**src/rtl/wb_pkg.sv**
```systemverilog
// Shared definitions for the register-file writeback queue.
package wb_pkg;

    localparam int WB_DATA_WIDTH = 32;
    localparam int WB_ADDR_WIDTH = 5;

    // Register 0 is hardwired to zero: writes to it are dropped and it never forwards.
    localparam logic [WB_ADDR_WIDTH-1:0] ZERO_REG = '0;

    // One pending writeback: destination register index plus value.
    typedef struct packed {
        logic [WB_ADDR_WIDTH-1:0] rd_idx;
        logic [WB_DATA_WIDTH-1:0] data;
    } wb_entry_t;

endpackage

```
**src/rtl/wbq_match.sv**
```systemverilog
// Forwarding lookup: finds the youngest valid queue entry whose destination
// matches the query index. Purely combinational.
module wbq_match
    import wb_pkg::*;
#(
    parameter int DEPTH      = 4,
    parameter int DATA_WIDTH = WB_DATA_WIDTH,
    parameter int ADDR_WIDTH = WB_ADDR_WIDTH,
    parameter int PW         = $clog2(DEPTH)
) (
    input  logic [ADDR_WIDTH-1:0] ent_reg_i  [DEPTH],
    input  logic [DATA_WIDTH-1:0] ent_data_i [DEPTH],
    input  logic [DEPTH-1:0]      valid_i,
    input  logic [PW-1:0]         wr_ptr_i,
    input  logic [ADDR_WIDTH-1:0] query_i,
    output logic                  hit_o,
    output logic [DATA_WIDTH-1:0] data_o
);

    logic [DEPTH-1:0] match;
    logic             query_nonzero;

    assign query_nonzero = (query_i != ADDR_WIDTH'(ZERO_REG));

    generate
        for (genvar gi = 0; gi < DEPTH; gi++) begin : g_cmp
            assign match[gi] = valid_i[gi] && (ent_reg_i[gi] == query_i) && query_nonzero;
        end
    endgenerate

    // Walk slots from oldest (wr_ptr) to youngest (wr_ptr-1); later hits override earlier ones.
    always_comb begin
        logic [PW-1:0] idx;
        hit_o  = 1'b0;
        data_o = '0;
        idx    = '0;
        for (int k = DEPTH; k >= 1; k--) begin
            idx = wr_ptr_i - PW'(k);
            if (match[idx]) begin
                hit_o  = 1'b1;
                data_o = ent_data_i[idx];
            end
        end
    end

endmodule

```
**src/rtl/regfile_wb_queue.sv**
```systemverilog
// In-order writeback queue in front of the register file write port.
// Buffers up to DEPTH writes, drains one per cycle, and forwards the youngest
// pending value to two read ports so reads stay coherent with queued writes.
module regfile_wb_queue
    import wb_pkg::*;
#(
    parameter int DEPTH      = 4,
    parameter int DATA_WIDTH = WB_DATA_WIDTH,
    parameter int ADDR_WIDTH = WB_ADDR_WIDTH
) (
    input  logic                     clock,
    input  logic                     reset,
    input  logic                     in_valid,
    output logic                     in_ready,
    input  logic [ADDR_WIDTH-1:0]    in_reg,
    input  logic [DATA_WIDTH-1:0]    in_data,
    output logic                     out_we,
    output logic [ADDR_WIDTH-1:0]    out_reg,
    output logic [DATA_WIDTH-1:0]    out_data,
    input  logic                     out_ready,
    input  logic [ADDR_WIDTH-1:0]    rd_addr_a,
    input  logic [ADDR_WIDTH-1:0]    rd_addr_b,
    output logic                     fwd_hit_a,
    output logic                     fwd_hit_b,
    output logic [DATA_WIDTH-1:0]    fwd_data_a,
    output logic [DATA_WIDTH-1:0]    fwd_data_b,
    output logic [$clog2(DEPTH):0]   count
);

    localparam int PW = $clog2(DEPTH);
    localparam int CW = PW + 1;
    localparam logic [CW-1:0] DEPTH_C = CW'(DEPTH);

    // Entry payload storage; never reset, only qualified by valid_q.
    logic [ADDR_WIDTH-1:0] reg_mem  [DEPTH];
    logic [DATA_WIDTH-1:0] data_mem [DEPTH];

    logic [CW-1:0]    count_q,  count_d;
    logic [PW-1:0]    wr_ptr_q, wr_ptr_d;
    logic [PW-1:0]    rd_ptr_q, rd_ptr_d;
    logic [DEPTH-1:0] valid_q,  valid_d;

    logic push;
    logic store;
    logic pop;

    // in_ready depends only on registered occupancy, never on out_ready.
    assign in_ready = (count_q < DEPTH_C);
    assign out_we   = (count_q != '0);
    assign out_reg  = out_we ? reg_mem[rd_ptr_q]  : '0;
    assign out_data = out_we ? data_mem[rd_ptr_q] : '0;
    assign count    = count_q;

    // A write to register 0 completes the handshake but is not queued.
    assign push  = in_valid && in_ready;
    assign store = push && (in_reg != ADDR_WIDTH'(ZERO_REG));
    assign pop   = out_we && out_ready;

    // Next-state for pointers, valid bits and occupancy.
    always_comb begin
        wr_ptr_d = wr_ptr_q;
        rd_ptr_d = rd_ptr_q;
        valid_d  = valid_q;
        if (store) begin
            valid_d[wr_ptr_q] = 1'b1;
            wr_ptr_d          = wr_ptr_q + PW'(1);
        end
        if (pop) begin
            valid_d[rd_ptr_q] = 1'b0;
            rd_ptr_d          = rd_ptr_q + PW'(1);
        end
        count_d = count_q + CW'(store) - CW'(pop);
    end

    // Control state, cleared immediately by the asynchronous reset.
    always_ff @(posedge clock or negedge reset) begin
        if (!reset) begin
            count_q  <= '0;
            wr_ptr_q <= '0;
            rd_ptr_q <= '0;
            valid_q  <= '0;
        end else begin
            count_q  <= count_d;
            wr_ptr_q <= wr_ptr_d;
            rd_ptr_q <= rd_ptr_d;
            valid_q  <= valid_d;
        end
    end

    // Capture the payload of an accepted, non-zero-destination write.
    always_ff @(posedge clock) begin
        if (store) begin
            reg_mem[wr_ptr_q]  <= in_reg;
            data_mem[wr_ptr_q] <= in_data;
        end
    end

    wbq_match #(
        .DEPTH      (DEPTH),
        .DATA_WIDTH (DATA_WIDTH),
        .ADDR_WIDTH (ADDR_WIDTH),
        .PW         (PW)
    ) u_match_a (
        .ent_reg_i  (reg_mem),
        .ent_data_i (data_mem),
        .valid_i    (valid_q),
        .wr_ptr_i   (wr_ptr_q),
        .query_i    (rd_addr_a),
        .hit_o      (fwd_hit_a),
        .data_o     (fwd_data_a)
    );

    wbq_match #(
        .DEPTH      (DEPTH),
        .DATA_WIDTH (DATA_WIDTH),
        .ADDR_WIDTH (ADDR_WIDTH),
        .PW         (PW)
    ) u_match_b (
        .ent_reg_i  (reg_mem),
        .ent_data_i (data_mem),
        .valid_i    (valid_q),
        .wr_ptr_i   (wr_ptr_q),
        .query_i    (rd_addr_b),
        .hit_o      (fwd_hit_b),
        .data_o     (fwd_data_b)
    );

endmodule

```
**config.mk**
```make
export PLATFORM = sky130hd
export DESIGN_NAME = regfile_wb_queue
export DESIGN_NICKNAME = d
export VERILOG_FILES = /design/src/rtl/wb_pkg.sv /design/src/rtl/wbq_match.sv /design/src/rtl/regfile_wb_queue.sv
export SDC_FILE = /design/constraint.sdc
export NUM_CORES = 1
export LEC_CHECK = 0
export BUFFER_PORTS_ARGS = -buffer_cell sky130_fd_sc_hd__buf_4
export CORE_MARGIN = 2
export CORE_UTILIZATION = 30
export DETAILED_ROUTE_END_ITERATION = 8
export SLEW_MARGIN = 20
export SYNTH_ARGS = -nofsm -noshare
export SYNTH_HDL_FRONTEND = slang
export SYNTH_SLANG_ARGS = --single-unit
```
**constraint.sdc**
```tcl
create_clock -name clock -period 4.3 [get_ports clock]
set_input_delay 0.43 -clock clock [delete_from_list [all_inputs] [get_ports clock]]
set_output_delay 0.43 -clock clock [all_outputs]
set_load 0.05 [all_outputs]
```
==> results by stage <==
Yosys:
- The main flop type after synthesis is sky130_fd_sc_hd__edfxtp_1.
- In the synthesized netlist, the number of instances is approximately 810.
- Ranked by instance count, the synthesized netlist is headed by 169 x sky130_fd_sc_hd__mux4_2, 148 x sky130_fd_sc_hd__edfxtp_1, 52 x sky130_fd_sc_hd__clkbuf_1, 44 x sky130_fd_sc_hd__xnor2_1, 43 x sky130_fd_sc_hd__nand2_1.
- Of all cell types, the one taking the most synthesized area is sky130_fd_sc_hd__edfxtp_1.
- Sorting the synthesized cells by area gives the leading types as sky130_fd_sc_hd__edfxtp_1 37%, sky130_fd_sc_hd__mux4_2 32%, sky130_fd_sc_hd__xnor2_1 3.2%.
- The part of the Yosys area used for sequential elements is between 30 and 40%.
- The compound-gate portion of the synthesized area is 12.3%.
- sky130_fd_sc_hd__mux4_2 is the most common cell in the netlist.
- Yosys mapped the design onto 44 distinct sky130hd cell types.
- The fraction of registers with async set/reset is 6.92%.
- Of the post-synthesis cell area, the part taken by muxes is 32.8%.
- The number of enable flip-flop cells after synthesis is around 150.
- After synthesis, the largest family of logic cells by area is multiplexers.
- In this run the mean area of a mapped cell was 14.7 um2.
- Summing the areas of all xor and xnor instances in the mapped netlist gives 3.22% of the synthesized area.
- When the netlist entered floorplanning its net count stood at 874.
- The fraction of synthesized cell area taken by the top area cell type is 37.2%.
- The adder and majority gate portion of the synthesized area is 1.21%.
- The count of synthesis-stage warnings from yosys is 0.
- The synthesized cell area is 12000 um2.
- The register bit total from synthesis is approximately 160.
- The simple-gate share of the synthesized area is around 6.5%.

Drt:
- The wire length per cell is 25.1 um.
- Summed over all nets, wire length on met3 after detailed routing comes to 2730 um.
- The final layout contains routed wiring with a total length of around 37000 um.
- The number of iterations in the first detailed-routing pass is 5.
- After detailed routing, the wire length on met1 is 15400 um.
- After detailed routing, the number of remaining DRC violations is 0.
- After detailed routing, no signal wire sits above met5.
- The detail route stage leaves a number of antenna-violating nets equal to 0.
- The post-detailed-route via-to-cell ratio is 5.85.
- The met2 routed wirelength is 18000 um.
- The initial DRC count is 689.
- The total vias in the final route is 8604.

Final layout:
- From synthesis to final layout, the design area changed by 20.3%.
- The area used by multi-input combinational logic is 6900 um2.
- The fraction of layout cells with a size suffix above 1 is between 50% and 60%.
- The sequential cells in the finished layout cover a total of 4730 um2.
- For this run, the share of the core covered by cells in the final layout is 36.4%.
- The layout has about 3700 filler cells.
- The final layout net count is 995.

Critical path:
- The data arrival at the endpoint of the critical path is 3.77 ns.
- The peak fanout along the critical path is 16.
- In this run the register-to-register setup slack is 1.39 ns.
- The worst setup path is captured at a primary output.
- The worst setup path is launched from a flip-flop.
- By startpoint and endpoint, the worst setup path is classified as reg2out.
- The required time of the critical path is ~3.9 ns.
- Measured in cells, the most critical reg-to-reg path has a length of 4.
- The startpoint of the worst-slack reg-to-reg timing path is wr_ptr_q[0].
- The endpoint of the worst-slack reg-to-reg timing path is data_mem[94].

Floorplan:
- The initial utilization of the core area, before any placement, comes to a little under a third.
- The height of the die is slightly above 200 um.
- The die covers ~41000 um2.
- After floorplanning, the core was sized to cover 39500 um2.
- The floorplan has between 70 and 80 rows.
- The die is 204 um wide.
- 159 I/O pins were placed.

STA:
- The clock period could shrink to 4.20 ns.
- Setup repair after global routing left no endpoint under its margin.
- The upper clock frequency limit is approximately 240 MHz.
- The worst path setup slack after routing is 0.105 ns.
- The count of final setup violators is 0.
- The final hold violation count is 0.
- The slew at the pin with the worst max-slew slack is 1.05 ns.
- The worst slew margin relative to its limit is 29.7%.
- The setup TNS is 0 ns.
- The count of final max-slew check failures is 0.
- After layout, the worst path uses 97.6% of the clock period.
- Clock skew on the completed layout was measured at 0.0135 ns.

Clock tree:
- After clock tree synthesis, the clock-pin slew on the worst setup and hold paths is 0.07 ns.
- The source-to-sink clock delay at the later pin of the worst-skew pair is 0.45 ns.
- The CTS sink count is 159.
- The number of buffers created by CTS is 17.
- The depth of the CTS H-tree is 4.
- The TritonCTS clock tree is yes.
- The cell sitting at the root of the clock tree is a sky130_fd_sc_hd__clkbuf_16.
- After clock tree synthesis, the repair step resized 0 gates.
- The clock passes through at most 2 buffers.

Power:
- The overall power of the completed layout is 11.4 mW.
- The leakage power is 4.72 nW.
- The proportion of power drawn by combinational gates is 66.4%.
- The sequential share of power is 21.0%.
- The fraction of power spent switching nets is 47.9%.
- The share of total power dissipated in the clock network is 12.6%.
- The worst-case IR drop observed on VDD is ~0.00069 V.
- The internal power of the cells totals 5.92 mW.
- For this design the total switching power over the nets is 5.44 mW.
- Dividing total power by cell area gives a power density of a little under 800 nW/um2.

Global route:
- The pin count of the biggest net entering global routing is a little under 70.
- The via count of the first global-routing pass was 8568.
- In the global route stage, overall resource usage came out at 18.0%.
- For this run the aggregate overflow at the end of global routing stands at 0.
- The wire length of the first global-routing pass is around 55000 um.
- The initial antenna violation count is 3.

Place:
- Before CTS, the worst setup slack after placement is a little under 0.5 ns.
- The number of buffer cells added on primary ports is 158.
- The wire-length estimate of the detail-placed layout is 23800 um.
- At the end of routability-driven placement, the weighted congestion stood at 0.812.

Job:
- The tool flagged a number of max-cap violations equal to 0.

Hold path:
- The startpoint identified for the worst hold timing path is in_data[6].
- The depth of the worst hold-timing path is 1.
- For hold timing, the worst endpoint is data_mem[38].
- The worst hold path belongs to the class in2reg.

Outcome:
- The run finished with clean final reports.
[how the worst max path moves through the flow]
stage                 startpoint        endpoint  slack, ns  depth (start not counted)
finish               wr_ptr_q[0]   fwd_data_a[0]       0.10                          9
global route         reg_mem[17]  fwd_data_a[22]      0.008                          9
CTS                  wr_ptr_q[0]  fwd_data_a[18]       0.11                          9
detailed placement  rd_addr_a[1]   fwd_data_a[0]       0.49                         10
global placement    rd_addr_a[1]   fwd_data_a[0]       0.54                         10
floorplan            wr_ptr_q[1]  fwd_data_a[30]       0.16                          9
[layout by cell type (no fill, tap or decap), drive strengths merged]
cell type    Yosys  final
or4              2      2
a22oi           33     33
nor2b           39     39
o31ai           32     32
a221oi          32     32
nand2b           1      1
a21oi           34     34
nor2            37     37
clkinvlp         0      3
mux2             4      4
o311a            1      1
o21ai            2      2
o22ai           32     32
mux4           170    170
or3              5      5
a2bb2oi          4      4
mux2i            4      4
dfrtp           11     11
fa               1      1
a32o             1      1
xnor2           44     44
nor3             9      9
buf             34    190
edfxtp         148    148
bufinv           0      1
clkbuf          55     18
inv              9     10
dlygate4sd3      0      1
and2             4      4
clkinv           1      9
ha              10     10
nand2           43     43
and3b            1      1
diode            0      1
nand4            9      9
[worst max-delay path, stage by stage (launching register included)]
cell	delay [ns]
sky130_fd_sc_hd__dfrtp_4	0.54
sky130_fd_sc_hd__inv_1	0.21
sky130_fd_sc_hd__ha_4	0.41
sky130_fd_sc_hd__and3b_1	0.20
sky130_fd_sc_hd__a221oi_2	0.35
sky130_fd_sc_hd__a32o_2	0.23
sky130_fd_sc_hd__buf_4	0.29
sky130_fd_sc_hd__a221oi_1	0.12
sky130_fd_sc_hd__o31ai_1	0.65
sky130_fd_sc_hd__buf_4	0.32
[power groups by stage]
| stage | Combinational, mW | Sequential [mW] | Clock [mW] |
|---|---|---|---|
| floorplan | 5.87 | 2.19 | 0 |
| global placement | 7.57 | 2.41 | 0 |
| detailed placement | 7.59 | 2.42 | 0 |
| CTS | 7.62 | 2.39 | 1.47 |
| global route | 7.99 | 2.44 | 1.53 |
| finish | 7.55 | 2.38 | 1.43 |
[cell families (layout without fill, tap and decap cells)]
family | Yosys count | in the layout
mux | 178 | 178
compound gates | 171 | 171
flops | 159 | 159
simple gates | 150 | 150
buf+inv | 99 | 232
xor+xnor | 44 | 44
fa+ha+maj | 11 | 11
other cells | 0 | 1
[per-layer routing]
layer / track usage [%] / vias to the layer above
met4: 6.20 / 4
met3: 4.12 / 54
met5: 0 / -
li1: - / 3662
met1: 24.0 / 4514
met2: 29.0 / 370
[layout make-up]
| type | count | share of cell area (%) |
|---|---|---|
| multi-input combinational | 554 | 48.0 |
| sequential | 159 | 32.9 |
| timing repair buffer | 191 | 10.4 |
| tap | 525 | 4.57 |
| clock buffer | 18 | 2.99 |
| clock inverter | 13 | 0.818 |
| inverter | 10 | 0.261 |
| antenna | 1 | 0.0174 |
[repair_timing]
action	4_1_cts	5_1_grt
hold buffers	1	0
setup endpoints to repair	0	1
hold endpoints to repair	11	0
setup buffers	0	2
[registers in the layout, indices dropped and copies added, names as in the netlist]
register  flops
rd_ptr_q      2
valid_q       4
wr_ptr_q      2
reg_mem      20
count         3
data_mem    128
[metrics by stage]
| step | instances | area (um2) | hold WS, ns |
|---|---|---|---|
| 6_report | 1471 | 14400 | 0.179 |
| 4_1_cts | 1468 | 14400 | 0.156 |
| 5_1_grt | 1470 | 14400 | 0.163 |
| 3_5_place_dp | 1436 | 13800 | 0.279 |
| 2_1_floorplan | 812 | 12100 | 0.134 |
| 3_3_place_gp | 1436 | 13800 | 0.282 |
No activity file was read; power rests on OpenSTA's default activity.
